File: config.mk
export PLATFORM = sky130hd
export DESIGN_NAME = bram_port_arbiter
export DESIGN_NICKNAME = d
export VERILOG_FILES = /design/src/rtl/bram_port_arbiter.sv
export SDC_FILE = /design/constraint.sdc
export NUM_CORES = 1
export LEC_CHECK = 0
export ABC_AREA = 1
export BUFFER_PORTS_ARGS = -buffer_cell sky130_fd_sc_hd__buf_2
export CORE_AREA = 2 2 85 87
export DETAILED_ROUTE_END_ITERATION = 8
export DIE_AREA = 0 0 87 89
export GPL_ROUTABILITY_DRIVEN = 0
export PLACE_DENSITY_LB_ADDON = 0.05
export SLEW_MARGIN = 20
export SYNTH_ARGS = -nofsm -noshare
export SYNTH_HDL_FRONTEND = slang
export SYNTH_SLANG_ARGS = --single-unit
File: constraint.sdc
create_clock -name clk -period 1.1 [get_ports clk]
set_input_delay 0.11 -clock clk [delete_from_list [all_inputs] [get_ports clk]]
set_output_delay 0.11 -clock clk [all_outputs]
set_load 0.01 [all_outputs]
File: src/rtl/bram_port_arbiter.sv
// bram_port_arbiter: shares one 256x32 dual-port SRAM macro between NUM_REQ
// requesters. Writes are arbitrated round-robin onto port0 and reads
// round-robin onto port1, so one write and one read can issue per cycle.
// Read data returns with a one-hot rsp_valid naming the issuing requester.
// Optional build macro BRAM_ARB_RSP_REG_EN registers the read response,
// which raises read latency from 1 to 2 cycles.
module bram_port_arbiter #(
   parameter int NUM_REQ    = 2,
   parameter int ADDR_WIDTH = 8,
   parameter int DATA_WIDTH = 32,
   parameter int NUM_WMASKS = 4
) (
   input  logic                             clk,
   input  logic                             rst_n,
   input  logic [NUM_REQ-1:0]               req_valid,
   input  logic [NUM_REQ-1:0]               req_we,
   input  logic [NUM_REQ*ADDR_WIDTH-1:0]    req_addr,
   input  logic [NUM_REQ*DATA_WIDTH-1:0]    req_wdata,
   input  logic [NUM_REQ*NUM_WMASKS-1:0]    req_wmask,
   output logic [NUM_REQ-1:0]               req_ready,
   output logic [NUM_REQ-1:0]               rsp_valid,
   output logic [DATA_WIDTH-1:0]            rsp_rdata,
   output logic                             csb0,
   output logic                             web0,
   output logic [NUM_WMASKS-1:0]            wmask0,
   output logic [ADDR_WIDTH-1:0]            addr0,
   output logic [DATA_WIDTH-1:0]            din0,
   output logic                             csb1,
   output logic [ADDR_WIDTH-1:0]            addr1,
   input  logic [DATA_WIDTH-1:0]            dout1
);

   localparam int PTR_W = (NUM_REQ > 1) ? $clog2(NUM_REQ) : 1;

   logic [PTR_W-1:0]   wr_ptr;
   logic [PTR_W-1:0]   rd_ptr;
   logic               wr_gnt;
   logic               rd_gnt;
   logic [PTR_W-1:0]   wr_win;
   logic [PTR_W-1:0]   rd_win;
   logic [NUM_REQ-1:0] rd_onehot;

   // Round-robin winner search for both ports, plus the same-address stall
   // that keeps a read from racing a write to the word being written.
   always_comb begin
      logic [PTR_W-1:0] idx;
      // NOTE: every variable assigned here gets a default first, so no path
      // leaves it unassigned and no latch is inferred.
      wr_gnt = 1'b0;
      rd_gnt = 1'b0;
      wr_win = '0;
      rd_win = '0;
      idx    = '0;
      if (rst_n) begin
         for (int k = 0; k < NUM_REQ; k++) begin
            idx = PTR_W'((int'(wr_ptr) + k) % NUM_REQ);
            if (!wr_gnt && req_valid[idx] && req_we[idx]) begin
               wr_gnt = 1'b1;
               wr_win = idx;
            end
         end
         for (int k = 0; k < NUM_REQ; k++) begin
            idx = PTR_W'((int'(rd_ptr) + k) % NUM_REQ);
            if (!rd_gnt && req_valid[idx] && !req_we[idx]) begin
               rd_gnt = 1'b1;
               rd_win = idx;
            end
         end
         // The write wins a same-address clash; the read retries next cycle
         // and then sees the freshly written word.
         if (wr_gnt && rd_gnt &&
             (req_addr[int'(rd_win)*ADDR_WIDTH +: ADDR_WIDTH] ==
              req_addr[int'(wr_win)*ADDR_WIDTH +: ADDR_WIDTH])) begin
            rd_gnt = 1'b0;
         end
      end
   end

   // Drive the macro ports and the handshake from the grants.
   always_comb begin
      req_ready = '0;
      rd_onehot = '0;
      csb0      = 1'b1;
      web0      = 1'b1;
      wmask0    = '0;
      addr0     = '0;
      din0      = '0;
      csb1      = 1'b1;
      addr1     = '0;
      if (wr_gnt) begin
         req_ready[wr_win] = 1'b1;
         csb0   = 1'b0;
         web0   = 1'b0;
         addr0  = req_addr[int'(wr_win)*ADDR_WIDTH +: ADDR_WIDTH];
         din0   = req_wdata[int'(wr_win)*DATA_WIDTH +: DATA_WIDTH];
         wmask0 = req_wmask[int'(wr_win)*NUM_WMASKS +: NUM_WMASKS];
      end
      if (rd_gnt) begin
         req_ready[rd_win] = 1'b1;
         rd_onehot[rd_win] = 1'b1;
         csb1  = 1'b0;
         addr1 = req_addr[int'(rd_win)*ADDR_WIDTH +: ADDR_WIDTH];
      end
   end

   // Advance each pointer past its winner only when that port granted.
   always_ff @(posedge clk or negedge rst_n) begin
      // NOTE: state registers use non-blocking assignments so every flop
      // samples pre-edge values regardless of statement order.
      if (!rst_n) begin
         wr_ptr <= '0;
         rd_ptr <= '0;
      end else begin
         if (wr_gnt) begin
            wr_ptr <= (wr_win == PTR_W'(NUM_REQ - 1)) ? '0 : wr_win + 1'b1;
         end
         if (rd_gnt) begin
            rd_ptr <= (rd_win == PTR_W'(NUM_REQ - 1)) ? '0 : rd_win + 1'b1;
         end
      end
   end

`ifdef BRAM_ARB_RSP_REG_EN
   logic [NUM_REQ-1:0]    rsp_valid_s1;
   logic [NUM_REQ-1:0]    rsp_valid_q;
   logic [DATA_WIDTH-1:0] rsp_rdata_q;

   // Two-stage response: valid follows the macro's output stage, data is
   // captured from dout1 one edge after the macro drives it.
   always_ff @(posedge clk or negedge rst_n) begin
      if (!rst_n) begin
         rsp_valid_s1 <= '0;
         rsp_valid_q  <= '0;
         rsp_rdata_q  <= '0;
      end else begin
         rsp_valid_s1 <= rd_onehot;
         rsp_valid_q  <= rsp_valid_s1;
         if (|rsp_valid_s1) begin
            rsp_rdata_q <= dout1;
         end
      end
   end

   assign rsp_valid = rsp_valid_q;
   assign rsp_rdata = rsp_rdata_q;
`else
   logic [NUM_REQ-1:0] rsp_valid_q;

   // One-cycle response: valid tags the previous cycle's read winner while
   // the macro's dout1 passes straight through.
   always_ff @(posedge clk or negedge rst_n) begin
      if (!rst_n) begin
         rsp_valid_q <= '0;
      end else begin
         rsp_valid_q <= rd_onehot;
      end
   end

   assign rsp_valid = rsp_valid_q;
   assign rsp_rdata = (|rsp_valid_q) ? dout1 : '0;
`endif

endmodule

==> out/metrics.yaml <==
maxCapViolations: 0
p_leak_uw: 0.00233
layout.nets: 686
ys_warn_count: 0
syn_inst: 300
setup_ws_ns: -0.510
cts_buffers: 3
fin_area_um2: 3850
violations: "setup timing"
gr-total-overflow: 0
dpl_cell_area_um2: 2790
path_class: "flop to output port"
drtPass1Iterations: 4
period_share: 1.46
n_fill_cell: 646
cts.sinks: 4
antenna_found_initial: 0
grt_pass1_wl_mm: 10.4
yosysUniqueCellTypes: 21
pwr-share-comb: 0.757
p_per_area_nw_per_um2: 522
ant_nets: 0
tightest_slew_ns: 0.430
htreeDepth: 1
fin_worst_skew_ns: 0.00248
first_iter_violations: 51
pwr-share-seq: 0.089
min_period_ns: 1.61
synth_top_cells_by_area: "nand2_1, inv_1, nor2_1"
ir_worst_vdd_mv: 0.264
ios: 217
vias: 2746
postSynthAreaPerCell_um2: 4.69
pwr-share-clk: 0.154
synthArstFlopShare: 1.00
synthFlopType: "dfrtp_1"
maxSlewViolCount: 0
cts_root_buf: "clkbuf_8"
p_switching_uw: 839
worstSetupEndpoint: "din0[12]"
syn_nets: 426
grt_pass1_vias: 2142
rsz0062_at_grt: "yes"
drc_errors: 0
synth_area_leader_cell: "nand2_1"
cp_data_arrival_time_ns: 1.50
finalHoldViolations: 0
hold_path.class: "primary input to asynchronous set/reset pin"
status: "finished with violations"
drive_above_1_share: 0.636
clockBufferDepth: 2
reg2reg_slack_ns: -0.36
whs_ns: 0.256
synth_edf_count: 0
start_util: 0.209
dp_hpwl_mm: 5.77
path_max_fanout: 5
cts_tree: "built"
fmax_mhz: 621
netlist_area_um2: 1410
crit_path_start: "wr_ptr"
core.rowCount: 30
rr_worst_depth: 11
drt_wl_total_mm: 8.77
synth_top_area_share: 0.280
start_kind: "flop"
grt_max_degree: 25
clk_latency_ns: 0.22
regToRegStartpoint: "wr_ptr"
max_slew_margin: 0.713
antenna_cells: 0
ys_ff_latch: 4
area_growth_pct: 174
die_y_um: 89
clk_pin_slew_ns: 0.03
core_um2: 6720
r2r_end: "rd_ptr"
crit_path_end_kind: "output port"
worst_ep_required_time_ns: 0.99
wl_per_cell_um: 13.7
switching_share: 0.418
synth_commonest_cells: "nand2_1, inv_1, nor2_1, nand3_1, o21ai_0"
ys_seq_area_frac: 0.0711
p_int_uw: 1170
die_area_um2: 7740
portBuffers: 216
yosysMostFrequentCell: "nand2_1"
grt_use_total: 0.167
post_drt_via_cell_ratio: 4.30
die_x_um: 87
setup_viol: 91
[worst min-delay path by stage]
stage / start / to / slack (ns)
global route: rst_n / wr_ptr / 0.27
floorplan: rst_n / rd_ptr / -0.19
finish: rst_n / wr_ptr / 0.26
global placement: rst_n / wr_ptr / -0.08
detailed placement: rst_n / wr_ptr / -0.08
CTS: rst_n / wr_ptr / 0.26
[worst max-delay path, cell delays in order (launching register included)]
cell	delay [ns]
dfrtp_1	0.32
inv_2	0.05
a31oi_4	0.17
inv_4	0.08
nor2_4	0.13
buf_6	0.16
clkbuf_16	0.16
nand2_1	0.05
nand2_1	0.05
buf_2	0.13
[power by group through the flow]
stage | registers [uW] | clock network, uW | logic (uW)
CTS | 176 | 319 | 1240
floorplan | 175 | 0 | 487
global placement | 175 | 0 | 1040
detailed placement | 176 | 0 | 1040
global route | 180 | 322 | 1640
finish | 179 | 309 | 1520
[flip-flops by register name (all words and copies together) (netlist names)]
signal     cells
rd_ptr         1
wr_ptr         1
rsp_valid      2
[metrics by stage]
stage	setup slack, ns	TNS (ns)	cells	utilization	total power [uW]
after global placement	-0.274	-13.81	610	0.416	1210
after global routing	-0.595	-41.83	638	0.573	2150
after floorplan	-0.167	-7.32	300	-	662
after CTS	-0.517	-33.46	630	0.474	1730
final	-0.510	-35.37	638	0.573	2010
after detailed placement	-0.308	-15.27	610	0.416	1220
[kinds of logic after synthesis]
group	share of synthesized area
AO/OA/AOI/OAI	0.104
XOR/XNOR	0.0187
buffers and inverters	0.242
flip-flops	0.0711
AND/OR/NAND/NOR	0.564
[cell type report]
| cell class | count | area, um2 | area share |
|---|---|---|---|
| sequential | 4 | 100 | 0.0260 |
| clock buffer | 3 | 41.3 | 0.0107 |
| inverter | 56 | 215 | 0.0559 |
| tap | 80 | 100 | 0.0260 |
| timing repair buffer | 271 | 1960 | 0.509 |
| multi-input combinational | 224 | 1430 | 0.372 |
[placed cells by master, fill, tap and decap left out, types with 4 or more instances in the layout]
cell,count
nor2_4,32
buf_2,178
inv_2,4
nor2_1,8
buf_6,45
nand2_1,89
o21ai_1,8
buf_12,7
nand2_4,7
nor2_2,11
nand2_2,11
inv_1,50
buf_4,33
nand3_1,35
dfrtp_1,4
o21ai_2,5
clkbuf_16,4
[per-layer routing]
layer | vias to the layer above | global-route usage | part of all wire
li1 | 1416 | - | -
met1 | 1215 | 0.194 | 0.36
met2 | 111 | 0.321 | 0.56
met3 | 4 | 0.0249 | 0.068
met4 | 0 | 0.0355 | 0.0033
met5 | - | 0 | 0
[timing repair]
item / in CTS / in global routing
gates resized for setup: 42 / 133
setup endpoints to repair: 91 / 91
cloned: 5 / 4
endpoints found under the hold margin: 4 / 0
hold buffers: 2 / 0
setup buffers: 11 / 7
pin swaps: 3 / 8
No activity file was read; power rests on OpenSTA's default activity.
